--- src/rtl/mac_pkg.sv ---
// Shared constants and FSM state type for the MAC operand sequencer slice.
package mac_pkg;

    localparam int DATA_W          = 16;
    localparam int ACC_W           = 32;
    // Must track the pipeline depth of the downstream MAC.
    localparam int MAC_LAT_DEFAULT = 2;

    typedef enum logic [2:0] {
        IDLE,
        CLEAR,
        STREAM,
        DRAIN,
        HOLD
    } seq_state_t;

endpackage

--- src/rtl/mac_operand_fifo.sv ---
// Synchronous DEPTH-entry FIFO with full/empty flags and combinational read data.
module mac_operand_fifo #(
    parameter int DEPTH = 4,
    parameter int WIDTH = 32
) (
    input  logic             clk,
    input  logic             rst,
    input  logic             push,
    input  logic             pop,
    input  logic [WIDTH-1:0] din,
    output logic [WIDTH-1:0] dout,
    output logic             full,
    output logic             empty
);

    localparam int AW = $clog2(DEPTH);

    logic [WIDTH-1:0] mem [DEPTH];
    logic [AW:0]      wr_ptr;
    logic [AW:0]      rd_ptr;
    logic             do_push;
    logic             do_pop;

    // Extra MSB on each pointer distinguishes full from empty.
    assign empty   = (wr_ptr == rd_ptr);
    assign full    = (wr_ptr[AW] != rd_ptr[AW]) && (wr_ptr[AW-1:0] == rd_ptr[AW-1:0]);
    assign do_push = push && !full;
    assign do_pop  = pop && !empty;
    assign dout    = mem[rd_ptr[AW-1:0]];

    always_ff @(posedge clk or posedge rst) begin
        if (rst) begin
            wr_ptr <= '0;
            rd_ptr <= '0;
        end else begin
            if (do_push) wr_ptr <= wr_ptr + 1'b1;
            if (do_pop)  rd_ptr <= rd_ptr + 1'b1;
        end
    end

    always_ff @(posedge clk) begin
        if (do_push) mem[wr_ptr[AW-1:0]] <= din;
    end

endmodule

--- src/rtl/mac_operand_sequencer.sv ---
// Feeds operand pairs from a FIFO to the MAC per job and returns the accumulator.
// Optional starvation abort: define MACSEQ_TIMEOUT_EN.
module mac_operand_sequencer
    import mac_pkg::*;
#(
    parameter int DEPTH   = 4,
    parameter int LEN_W   = 8,
    parameter int MAC_LAT = MAC_LAT_DEFAULT,
    parameter int TIMEOUT = 64
) (
    input  logic              clk,
    input  logic              rst,
    input  logic              start,
    input  logic [LEN_W-1:0]  vec_len,
    input  logic              in_valid,
    output logic              in_ready,
    input  logic [DATA_W-1:0] in_a,
    input  logic [DATA_W-1:0] in_b,
    output logic              mac_clr,
    output logic [DATA_W-1:0] mac_a,
    output logic [DATA_W-1:0] mac_b,
    input  logic [ACC_W-1:0]  acc_in,
    output logic              res_valid,
    input  logic              res_ready,
    output logic [ACC_W-1:0]  res_data,
    output logic              res_err,
    output logic              busy
);

    localparam int LAT_W = (MAC_LAT < 2) ? 1 : $clog2(MAC_LAT);

    seq_state_t              state;
    seq_state_t              state_nx;
    logic [LEN_W-1:0]        len_q;
    logic [LEN_W:0]          issued;
    logic [LAT_W-1:0]        lat_cnt;
    logic [2*DATA_W-1:0]     fifo_dout;
    logic                    fifo_full;
    logic                    fifo_empty;
    logic                    pop;
    logic                    lat_done;
    logic                    last_pop;

    assign in_ready  = !fifo_full;
    assign pop       = (state == STREAM) && !fifo_empty;
    assign lat_done  = (lat_cnt == LAT_W'(MAC_LAT - 1));
    assign last_pop  = pop && ((issued + 1'b1) == {1'b0, len_q});
    assign mac_clr   = (state == CLEAR);
    assign busy      = (state != IDLE);
    assign res_valid = (state == HOLD);

    mac_operand_fifo #(
        .DEPTH (DEPTH),
        .WIDTH (2 * DATA_W)
    ) u_fifo (
        .clk   (clk),
        .rst   (rst),
        .push  (in_valid && !fifo_full),
        .pop   (pop),
        .din   ({in_a, in_b}),
        .dout  (fifo_dout),
        .full  (fifo_full),
        .empty (fifo_empty)
    );

`ifdef MACSEQ_TIMEOUT_EN
    localparam int STV_W = $clog2(TIMEOUT + 1);

    logic [STV_W-1:0] starve;
    logic             starved;
    logic             abort_q;

    assign starved = (state == STREAM) && fifo_empty && (starve == STV_W'(TIMEOUT - 1));
    assign res_err = (state == HOLD) && abort_q;

    always_ff @(posedge clk or posedge rst) begin
        if (rst) begin
            starve  <= '0;
            abort_q <= 1'b0;
        end else if (state == CLEAR) begin
            starve  <= '0;
            abort_q <= 1'b0;
        end else if (state == STREAM) begin
            if (pop) starve <= '0;
            else     starve <= starve + 1'b1;
            if (starved) abort_q <= 1'b1;
        end
    end
`else
    logic starved;

    assign starved = 1'b0;
    assign res_err = 1'b0;
`endif

    always_ff @(posedge clk or posedge rst) begin
        if (rst) state <= IDLE;
        else     state <= state_nx;
    end

    always_comb begin
        state_nx = state;
        case (state)
            IDLE:    if (start) state_nx = CLEAR;
            CLEAR:   state_nx = (len_q == '0) ? DRAIN : STREAM;
            STREAM:  if (last_pop || starved) state_nx = DRAIN;
            DRAIN:   if (lat_done) state_nx = HOLD;
            HOLD:    if (res_ready) state_nx = IDLE;
            default: state_nx = IDLE;
        endcase
    end

    always_ff @(posedge clk or posedge rst) begin
        if (rst) begin
            len_q    <= '0;
            issued   <= '0;
            lat_cnt  <= '0;
            mac_a    <= '0;
            mac_b    <= '0;
            res_data <= '0;
        end else begin
            // Empty or non-STREAM cycles feed zeros so the accumulator is unaffected.
            mac_a <= pop ? fifo_dout[2*DATA_W-1:DATA_W] : '0;
            mac_b <= pop ? fifo_dout[DATA_W-1:0] : '0;
            case (state)
                IDLE: begin
                    if (start) len_q <= vec_len;
                    issued  <= '0;
                    lat_cnt <= '0;
                end
                STREAM: if (pop) issued <= issued + 1'b1;
                DRAIN: begin
                    lat_cnt <= lat_cnt + 1'b1;
                    if (lat_done) res_data <= acc_in;
                end
                default: ;
            endcase
        end
    end

endmodule
--- config.mk ---
export PLATFORM = sky130hd
export DESIGN_NAME = mac_operand_sequencer
export DESIGN_NICKNAME = d
export VERILOG_FILES = /design/src/rtl/mac_pkg.sv /design/src/rtl/mac_operand_fifo.sv /design/src/rtl/mac_operand_sequencer.sv
export SDC_FILE = /design/constraint.sdc
export NUM_CORES = 1
export LEC_CHECK = 0
export ABC_AREA = 1
export CAP_MARGIN = 15
export CELL_PAD_IN_SITES_DETAIL_PLACEMENT = 2
export CELL_PAD_IN_SITES_GLOBAL_PLACEMENT = 2
export CORE_MARGIN = 2
export CORE_UTILIZATION = 40
export CTS_BUF_LIST = sky130_fd_sc_hd__clkbuf_4 sky130_fd_sc_hd__clkbuf_8
export DETAILED_ROUTE_END_ITERATION = 10
export HOLD_SLACK_MARGIN = 0.05
export PLACE_DENSITY_LB_ADDON = 0.1
export SLEW_MARGIN = 20
export SYNTH_ARGS = -nofsm -noshare
export SYNTH_HDL_FRONTEND = slang
export SYNTH_HIERARCHICAL = 1
export SYNTH_SLANG_ARGS = --single-unit
--- constraint.sdc ---
create_clock -name clk -period 5.53 [get_ports clk]
set_clock_uncertainty 0.2 [all_clocks]
set_input_delay 0.553 -clock clk [delete_from_list [all_inputs] [get_ports clk]]
set_output_delay 0.553 -clock clk [all_outputs]
set_load 0.02 [all_outputs]
==> reports/results.md, run 1 <==
- finished clean — run status
- 0.375 — proportion of power drawn by flip-flops and latches
- 0.630 — final worst path period share
- 4.78 ns — required time of the worst setup path
- 583 mW/mm^2 — Pwr per Cell Area
- 0.416 — async set-reset flop share out of synthesis
- met2 — layer with the highest usage
- clkbuf_8 — clock tree root buffer cell
- 4.70 nW — leakage power total
- 293 — DRT iter0 DRCs
- 0.0233 mm^2 — floorplan die area
- 2.73 ns — data arrival time of the worst path
- 0.00228 mm^2 — area of combinational cells with multiple inputs
- output pin — capturing element type of the critical path
- 0.803 — placer congestion estimate
- 0.304 — relative max-transition margin
- 144 — number of input and output port buffers inserted
- edfxtp_1 — top-count cell post-synth
- input port to asynchronous set/reset pin — path category of the worst min-delay check
- 0 — buffers inserted by post-CTS timing repair
- 5 — count of buffering cells on the critical path with inverters included
- 0 — final routed DRC violation total
- 0 — number of antenna violations at the first check in global routing
- 0.228 — portion of total power attributed to the clock network
- 0 — number of hold buffers added after CTS
- 0 — Fin. Hold Viols
- 0.694 — portion of the post-synthesis area used by sequential elements
- 0.00882 mm^2 — combined area of all synthesized cells
- 0.144 — fraction of layout instances using a drive strength above 1
- edfxtp_1 44%, dfrtp_1 26%, mux2_4 4.9% — ranking of synthesized cells by area
- 0.406 — Starting Density
- 0 — final count of negative-setup-slack endpoints
- 0 — max_cap viols
- buffers and inverters — cell type group with the largest total delay on the critical path
- 5.11 — via/cell ratio
- 0.436 — share of the synthesized area in the top cell type
- 0.53 ns — delay of the slowest cell on the worst path
- 0 — final max-slew violation count
- 0.0384 — met3 global-route usage
- 804 — Synthesized Nets
- 153 um — width of the die
- flop to output pin — startpoint-to-endpoint class of the critical path
- 2 — CTS H-tree lvls
- 287 MHz — Fmax
- false — RSZ-0062 raised after global routing
- buf_4, inv_2, nand2_1, nand2_1, nand3_4, inv_1, inv_1, clkdlybuf4s50_1 — Critical Path, Cell by Cell
- 69 — largest net degree at the start of global routing
- 0.53 ns — Clk Latency, worst-skew pair
- 1.04 ns — Least-Margin Pin Slew
- 6 — Yosys warning total
- 3.48 ns — fin crit period
- 153 um — die boundary height
- edfxtp_1 — cell type contributing the most total cell area after synthesis
- 6106 — total number of vias
- 28.9% — synth-to-layout area growth
- 0.00612 mm^2 — storage element area
- 0.380 — switch share
- 128 — number of synthesized flops with an enable pin
- 35 — distinct cell type count of the synthesized netlist
- 2109 — final-layout fill cell count
- 0 — # diodes
- 128 x edfxtp_1, 109 x nor2_1, 91 x dfrtp_1, 80 x o21ai_0, 73 x nand2_1 — most numerous cell types in the synthesized netlist
- 54 — count of standard-cell rows
- 219 — number of sinks driven by the clock tree
- 16.1 mm — hpwl dp
- 0.0105 mm^2 — placed standard-cell area
- 0.216 — overall fraction of global-route tracks in use
- 25.0 mm — WL final
- 0.0218 mm^2 — Core Area
- 39 — CTS buffer count
- 0.00252 W — switching power
- 721 — number of instances in the synthesized netlist
- 0.260 — met1 track utilization from global routing
- 36 — top fanout value on the critical path
- 12.2 um^2 — Post-Synthesis Mean Instance Area
- edfxtp_1 — flip-flop cell with the highest count after synthesis
- 0.391 — met2 usage in global routing
- 0 — number of gates given a new drive strength after cts
- 0 — sum of overflow across all layers after global routing
- 0.00411 W — Pint
- 219 — number of synthesized register bits
- 39.4 mm — wire length of the first global-routing pass
- 146 — IO Count
- 3 — clock tree buffer depth
- clkdlybuf4s50_1 — CP max stage cell
- 0 — number of antenna-violating nets in the routed design
- 0.06 ns — clock slew seen by the registers of the worst setup and hold paths
- 0.0114 mm^2 — design area
- 20.9 um — drt wl/cell
- 0 ns — Total Negative Setup Slacks
- 4 — count of TritonRoute iterations in the first routing pass
- 0.000225 V — worst voltage drop across the vdd grid
- yes — clock tree from TritonCTS
- flop — sort of element at the start of the critical path
- 0.396 — power share of the combinational group
- 967 — nets@finish
- 6936 — via count of the first global-routing pass
[worst register-to-register path: stages (launching register included)]
cell,delay (ns)
dfrtp_1,0.32
buf_4,0.34
inv_2,0.38
nand2_1,0.15
nand2_1,0.12
nand3_4,0.15
inv_1,0.08
nor2_1,0.35
nand2_4,0.16
nor2_4,0.81
[per-layer routing]
metal,vias up,share of wire
met5,-,0
met4,0,0.029
li1,2795,-
met3,57,0.049
met1,3077,0.40
met2,177,0.52
[metrics by stage]
stage                     hold WS, ns  setup slack [ns]  power, W  utilization  std cells
final                           0.226              2.05   0.00663        0.523       1195
after floorplan                 0.144              2.32   0.00406            -        721
after detailed placement        0.295              1.98   0.00512        0.483       1121
after global routing            0.237              1.78   0.00707        0.523       1195
after global placement          0.288              2.22   0.00492        0.483       1121
after CTS                       0.201              1.97   0.00669        0.520       1193
[final timing paths]
check,start,end,slack (ns),cells after the start
min,rst,u_fifo/wr_ptr[0],0.23,2
max in group asynchronous,rst,mac_a[3],3.63,3
max,u_fifo/rd_ptr[1],in_ready,2.05,8
min in group clk,res_data[17],res_data[17],0.31,1
max reg2reg,u_fifo/rd_ptr[1],u_fifo/mem[1][19],2.07,9
min reg2reg,res_data[17],res_data[17],0.31,1
[power groups by stage]
stage | clock, W | sequential (W) | combinational [W]
floorplan | 0 | 0.00270 | 0.00136
global placement | 0 | 0.00246 | 0.00246
detailed placement | 0 | 0.00252 | 0.00260
CTS | 0.00155 | 0.00249 | 0.00265
global route | 0.00163 | 0.00254 | 0.00291
finish | 0.00151 | 0.00249 | 0.00263
[flip-flops by register name, summed over array words and instances, names as in the netlist, 8 cells and up]
signal,count
issued,9
len_q,8
mac_a,16
mac_b,16
res_data,32
u_fifo/mem,128
[layout make-up]
cell class | count | area share
timing repair buffer | 150 | 0.134
sequential | 219 | 0.538
multi-input combinational | 395 | 0.201
clock buffer | 57 | 0.0635
tap | 280 | 0.0308
clock inverter | 15 | 0.00649
inverter | 79 | 0.0264
[cells in the final DEF, fill, tap and decap left out, types with 2 or more instances in the layout]
cell and n:
buf_16 2, buf_4 4, clkbuf_4 10, clkbuf_8 47
clkdlybuf4s50_1 144, clkinv_1 9, clkinv_2 6, dfrtp_1 90
edfxtp_1 128, ha_1 6, inv_1 70, inv_2 6
mux2_2 3, mux2_4 29, nand2_1 73, nand2_2 6
nand2_4 2, nand3_1 35, nand3_2 2, nor2_1 106
nor2_4 5, nor4_1 2, o21ai_0 80, o22ai_1 33
[cells by family after synthesis]
group,count (synthesis),synth area share
buffers and inverters,107,0.0509
multiplexers,32,0.0532
AO/OA/AOI/OAI,117,0.0720
AND/OR/NAND/NOR,237,0.117
flip-flops,219,0.694
adder cells (fa/ha/maj),6,0.00851
XOR/XNOR,2,0.00411
other,1,0.000425
No activity file was read; power rests on OpenSTA's default activity.
==> inputs of run 2 (changes only) <==
--- a/config.mk
+++ b/config.mk
@@ -10,7 +10,7 @@
 export CELL_PAD_IN_SITES_DETAIL_PLACEMENT = 2
 export CELL_PAD_IN_SITES_GLOBAL_PLACEMENT = 2
 export CORE_MARGIN = 2
-export CORE_UTILIZATION = 40
+export CORE_UTILIZATION = 33
 export CTS_BUF_LIST = sky130_fd_sc_hd__clkbuf_4 sky130_fd_sc_hd__clkbuf_8
 export DETAILED_ROUTE_END_ITERATION = 10
 export HOLD_SLACK_MARGIN = 0.05
==> constraint.sdc (replaced) <==
create_clock -name clk -period 3 [get_ports clk]
set_clock_uncertainty 0.2 [all_clocks]
set_input_delay 0.3 -clock clk [delete_from_list [all_inputs] [get_ports clk]]
set_output_delay 0.3 -clock clk [all_outputs]
set_load 0.02 [all_outputs]
==> run 2 against run 1 <==
  * The flow now finishes with violations (design-rule violations)
  * Final cell count grew 5.4%
  * Non-clock buffer count grew 9
  * Via count shrank 1.1%
  * Power grew 85%
  * Critical endpoint unchanged
  * Sequential share of layout area shrank 0.86 points
  * Critical path depth shrank 1
==> reports/results.md, run 2 (synthesis results as in run 1) <==
- 19.3 um — drt wl/cell, was 20.9 um
- 0.0116 mm^2 — design area, was 0.0114 mm^2
- 7058 — via count of the first global-routing pass, was 6936
- 1186 — Cell Count Post-Placement, was 1121
- len_q[4] — worst min-delay path endpoint
- 39.5 mm — wire length of the first global-routing pass, was 39.4 mm
- 7 — count of TritonRoute iterations in the first routing pass, was 4
- 0.000401 V — worst voltage drop across the vdd grid, was 0.000225 V
- 0.884 — final worst path period share
- 0 — final count of negative-setup-slack endpoints, unchanged
- 0.179 — overall fraction of global-route tracks in use, was 0.216
- 40 — CTS buffer count, was 39
- design-rule violations — failing checks
- false — RSZ-0062 raised after global routing, unchanged
- 0 — number of antenna-violating nets in the routed design, unchanged
- 0 — max_cap viols, unchanged
- 0.467 ns — worst slack after detailed placement, was 1.98 ns
- 0.06 ns — clock slew seen by the registers of the worst setup and hold paths, about the same
- 0 — Fin. Hold Viols, unchanged
- 0 — number of antenna violations at the first check in global routing, unchanged
- 2.15 ns — data arrival time of the worst path, was 2.73 ns
- 24.4 mm — WL final, was 25.0 mm
- flop — sort of element at the start of the critical path, unchanged
- 168 um — width of the die, was 153 um
- 3 — clock tree buffer depth, unchanged
- clkdlybuf4s50_1 — most common library cell in the layout ignoring fill and taps, unchanged
- 0 ns — Total Negative Setup Slacks, unchanged
- 4.76 nW — leakage power total, was 4.70 nW
- 0.778 — placer congestion estimate, was 0.803
- flop to output pin — startpoint-to-endpoint class of the critical path, unchanged
- inv_1, nand2_1, nand2_1, nand3_4, inv_1, inv_1, clkdlybuf4s50_1 — Critical Path, Cell by Cell, was buf_4, inv_2, nand2_1, nand2_1, nand3_4, inv_1, inv_1, clkdlybuf4s50_1
- output pin — capturing element type of the critical path, unchanged
- u_fifo/wr_ptr[1] — reg-to-reg startpoint, was u_fifo/rd_ptr[1]
- inv_1 — CP dominant cell by count
- 288 — DRT iter0 DRCs, was 293
- 0.156 — fraction of layout instances using a drive strength above 1, was 0.144
- 1260 — Final Instance Count excl. Fillers, was 1195
- clkbuf_8 — clock tree root buffer cell, unchanged
- input port to flop — path category of the worst min-delay check, was input port to asynchronous set/reset pin
- 2.50 ns — required time of the worst setup path, was 4.78 ns
- 0.722 ns — Least-Margin Pin Slew, was 1.04 ns
- 15 — final routed DRC violation total, was 0
- vec_len[4] — launch point of the worst hold path
- yes — clock tree from TritonCTS, unchanged
- 0.0261 mm^2 — Core Area, was 0.0218 mm^2
- 0.0107 mm^2 — placed standard-cell area, was 0.0105 mm^2
- 0.54 ns — Clk Latency, worst-skew pair, was 0.53 ns
- 6041 — total number of vias, was 6106
- 144 x clkdlybuf4s50_1, 128 x edfxtp_1, 106 x nor2_1, 90 x dfrtp_1, 80 x o21ai_0 — most used cells in the layout excluding fill and tap cells, unchanged
- 144 — number of input and output port buffers inserted, unchanged
- 0.49 ns — reg2reg setup slack, was 2.07 ns
- 67 — largest net degree at the start of global routing, was 69
- 11 — Worst R2R Path Depth, was 9
- 377 MHz — Fmax
- 4.79 — via/cell ratio, was 5.11
- u_fifo/mem[3][22] — R2R Path End, was u_fifo/mem[1][19]
- 59 — count of standard-cell rows, was 54
- 168 um — die boundary height, was 153 um
- 31.0% — synth-to-layout area growth, was 28.9%
- clkdlybuf4s50_1 — CP max stage cell, unchanged
- 16.1 mm — hpwl dp, about the same
- 0 — # diodes, unchanged
- 0 — final max-slew violation count, unchanged
- 0 — buffers inserted by post-CTS timing repair, unchanged
- 0.348 ns — worst setup margin, was 2.05 ns
- 1060 mW/mm^2 — Pwr per Cell Area, was 583 mW/mm^2
- 0 — sum of overflow across all layers after global routing, unchanged
- 0.62 ns — delay of the slowest cell on the worst path, was 0.53 ns
- 146 — IO Count, unchanged
- 0.0281 mm^2 — floorplan die area, was 0.0233 mm^2
- 2.65 ns — fin crit period
- 6 — top fanout value on the critical path, was 36
- 0.442 — final standard cell utilization of the core, was 0.523
- 0.338 — Starting Density, was 0.406
- 219 — number of sinks driven by the clock tree, unchanged
- 977 — nets@finish, was 967
- 0.519 — relative max-transition margin, was 0.304
- 3 — cell depth of the worst min-delay path
- finished with violations — run status, was finished clean
- 128 — Largest register FFs, unchanged
- 2 — CTS H-tree lvls, unchanged
==> run 2: how the worst max path moves through the flow <==
| stage | end | start | slack (ns) |
|---|---|---|---|
| global route | in_ready | u_fifo/rd_ptr[1] | 0.17 |
| detailed placement | u_fifo/mem[3][19] | u_fifo/wr_ptr[1] | 0.47 |
| global placement | u_fifo/mem[3][19] | u_fifo/rd_ptr[1] | 0.57 |
| CTS | in_ready | u_fifo/rd_ptr[1] | 0.27 |
| finish | in_ready | u_fifo/wr_ptr[1] | 0.35 |
| floorplan | u_fifo/mem[1][0] | u_fifo/rd_ptr[0] | -0.21 |
==> run 2: critical path, delay by kind of cell, from the launching register on <==
| family | cells | cell delay, ns |
|---|---|---|
| flops | 1 | 0.43 |
| simple gates | 3 | 0.34 |
| buf+inv | 4 | 0.87 |
==> run 2: power by group <==
group          switching, W  internal, W
logic               0.00290      0.00194
clock network       0.00124      0.00163
registers          0.000438      0.00415
total               0.00458      0.00772
==> run 2: layout make-up <==
class	count	area, um^2
sequential	219	6120
multi-input combinational	395	2280
clock buffer	63	767
timing repair buffer	159	1620
fill	2679	14600
inverter	79	299
clock inverter	10	57.6
tap	335	419
==> run 2: repair_timing <==
item                      CTS  global route
hold buffers                1             0
resized for setup           0             0
hold endpoints to repair    6             0
==> run 2: per-layer routing <==
metal | track usage | vias to the layer above | routed length (um)
met4 | 0.0544 | 0 | 573
li1 | - | 2811 | -
met1 | 0.218 | 3031 | 10200
met5 | 0 | - | 0
met3 | 0.0314 | 49 | 1040
met2 | 0.323 | 150 | 12600
==> run 2: through the flow <==
stage,hold WS [ns],power (W)
finish,0.164,0.0123
global route,0.165,0.0131
CTS,0.133,0.0126
detailed placement,0.297,0.00957
global placement,0.289,0.00932
floorplan,-0.109,0.00749
==> patch: new RTL, flow settings as in run 1 <==
Change the package constant `DATA_W` from 16 to 24.
--- a/src/rtl/mac_pkg.sv
+++ b/src/rtl/mac_pkg.sv
@@ -3,3 +3,3 @@
 
-    localparam int DATA_W          = 16;
+    localparam int DATA_W          = 24;
     localparam int ACC_W           = 32;
Ports: changed (resized in_a, in_b, mac_a and mac_b); port bits go from 146 to 178. No check against the original RTL was run, so the function may have changed too.
==> patch against run 1 <==
  * Final area up 32%
  * Area after synthesis up 33%
  * Global-route usage about the same
  * Power up 32%
  * Via count up 27%
  * Core utilization down 0.24 points
  * Fmax down 8.6%
  * Sequential cell count up 80
  * Final cell count up 29%
  * Sequential power up 37%
  * Critical endpoint is now u_fifo/mem[1][46]
  * Worst setup slack worse by 0.33 ns
  * First-iteration DRC count up 33%
  * Wire length up 32%
==> patch: results (changes against run 1) <==
- Status: complete, no violations
- Met3 Wirelength: 1500 um (+23%)
- Number of flip-flops under the largest register name: 192 (+50%)
- Async S/R FF share, synth: 35.8% (-5.8 points)
- GRT Total Usage: 21.6% (about the same)
- GR Util met3: 3.89% (+0.055 points)
- Worst R2R End: u_fifo/mem[1][46]
- Share of the yosys chip area belonging to registers: 72.1% (+2.7 points)
- Share of synthesized area spent on multiplexers: 4.01% (-1.3 points)
- Number of distinct standard cells referenced by the synthesized netlist: 32 (-8.6%)
- Number of antenna violations at the first check in global routing: 1 (+1)
- Maximum number of pins on one net before global-route repair: 100 (+45%)
- Most common library cell in the layout ignoring fill and taps: sky130_fd_sc_hd__edfxtp_1
- Clock Latency Late Sink: 0.57 ns (+0.04 ns)
- Worst slack on hold paths: 0.128 ns (-0.0979 ns)
- Via count of the first global-routing pass: 8818 (+27%)
- Nets in the synthesized netlist: 1016 (+26%)
- Reported sequential group power: 3.41 mW (+37%)
- Bufs on Longest Clock Path: 3 (unchanged)
- Global Route met1 Usage: 26.9% (+0.91 points)
- Worst ir drop on vdd: 255 uV (+13%)
- Static leakage: 6.06 nW (+29%)
- HPWL reported at the end of detailed placement: 20600 um (+28%)
- Worst relative slew slack: 28.9% (-1.6 points)
- Share of power burned in the clock network: 25.4% (+2.6 points)
- Time the final worst path needs with I/O delays and setup: 3.81 ns (+0.326 ns)
- Number of search-and-repair iterations in the first detailed-routing pass: 6 (+2)
- Routed wl met2: 16800 um (+29%)
- Data arrival time of the critical path: 3.84 ns (+1.11 ns)
- Placed Instance Area: 13800 um^2 (+31%)
- Average via count per standard cell: 5.03 (-1.7%)
- Iteration-0 DRC count of the detailed router: 391 (+33%)
- Switching part of the total: 36.2% (-1.8 points)
- # fillers: 2804 (+33%)
- Largest fanout on the critical path: 52 (+44%)
- Category of the critical setup timing path: reg2reg
- Compound-Gate Fraction of Synth Area: 7.65% (+0.45 points)
- Number of I/O port buffers: 176 (+22%)
- Worst-case register-to-register setup slack: 1.72 ns (-0.35 ns)
- Top cells by instance count after synthesis: sky130_fd_sc_hd__edfxtp_1, sky130_fd_sc_hd__nor2_1, sky130_fd_sc_hd__dfrtp_1
- Non-filler cells, final: 1545 (+29%)
- Layout cells sized above 1: 14.1% (-0.37 points)
- Placed Cells: 1444 (+29%)
- Adder and majority gate portion of the synthesized area: 0.641% (-0.21 points)
- Synth area leaders: sky130_fd_sc_hd__edfxtp_1, sky130_fd_sc_hd__dfrtp_1, sky130_fd_sc_hd__nor2_1
- Met2 GRT Util: 38.4% (-0.72 points)
- Global-route wire length before repair: 51400 um (+30%)
- Final Routed Wirelength: 33000 um (+32%)
- Number of enable-type register cells in the synthesized netlist: 192 (+50%)
- Post-synthesis cell count: 917 (+27%)
- P per Cell Area: 583 nW/um^2 (about the same)
-- patch: critical path: stages, from the launching register on --
cell and delay (ns):
sky130_fd_sc_hd__dfrtp_2 1.05, sky130_fd_sc_hd__inv_2 0.06, sky130_fd_sc_hd__nand2_1 0.09, sky130_fd_sc_hd__nand2_1 0.10
sky130_fd_sc_hd__nand3_4 0.13, sky130_fd_sc_hd__inv_1 0.06, sky130_fd_sc_hd__nor2_1 0.27, sky130_fd_sc_hd__nand2_2 0.23
sky130_fd_sc_hd__nor2_4 0.75, sky130_fd_sc_hd__buf_4 0.51
-- patch: final cells by class --
type | instances | area [um^2] | area share, %
clock inverter | 18 | 171 | 1.14
sequential | 299 | 8450 | 56.4
tap | 384 | 480 | 3.21
clock buffer | 81 | 1000 | 6.69
timing repair buffer | 185 | 1850 | 12.3
inverter | 95 | 362 | 2.41
antenna | 1 | 2.50 | 0.0167
multi-input combinational | 482 | 2670 | 17.8
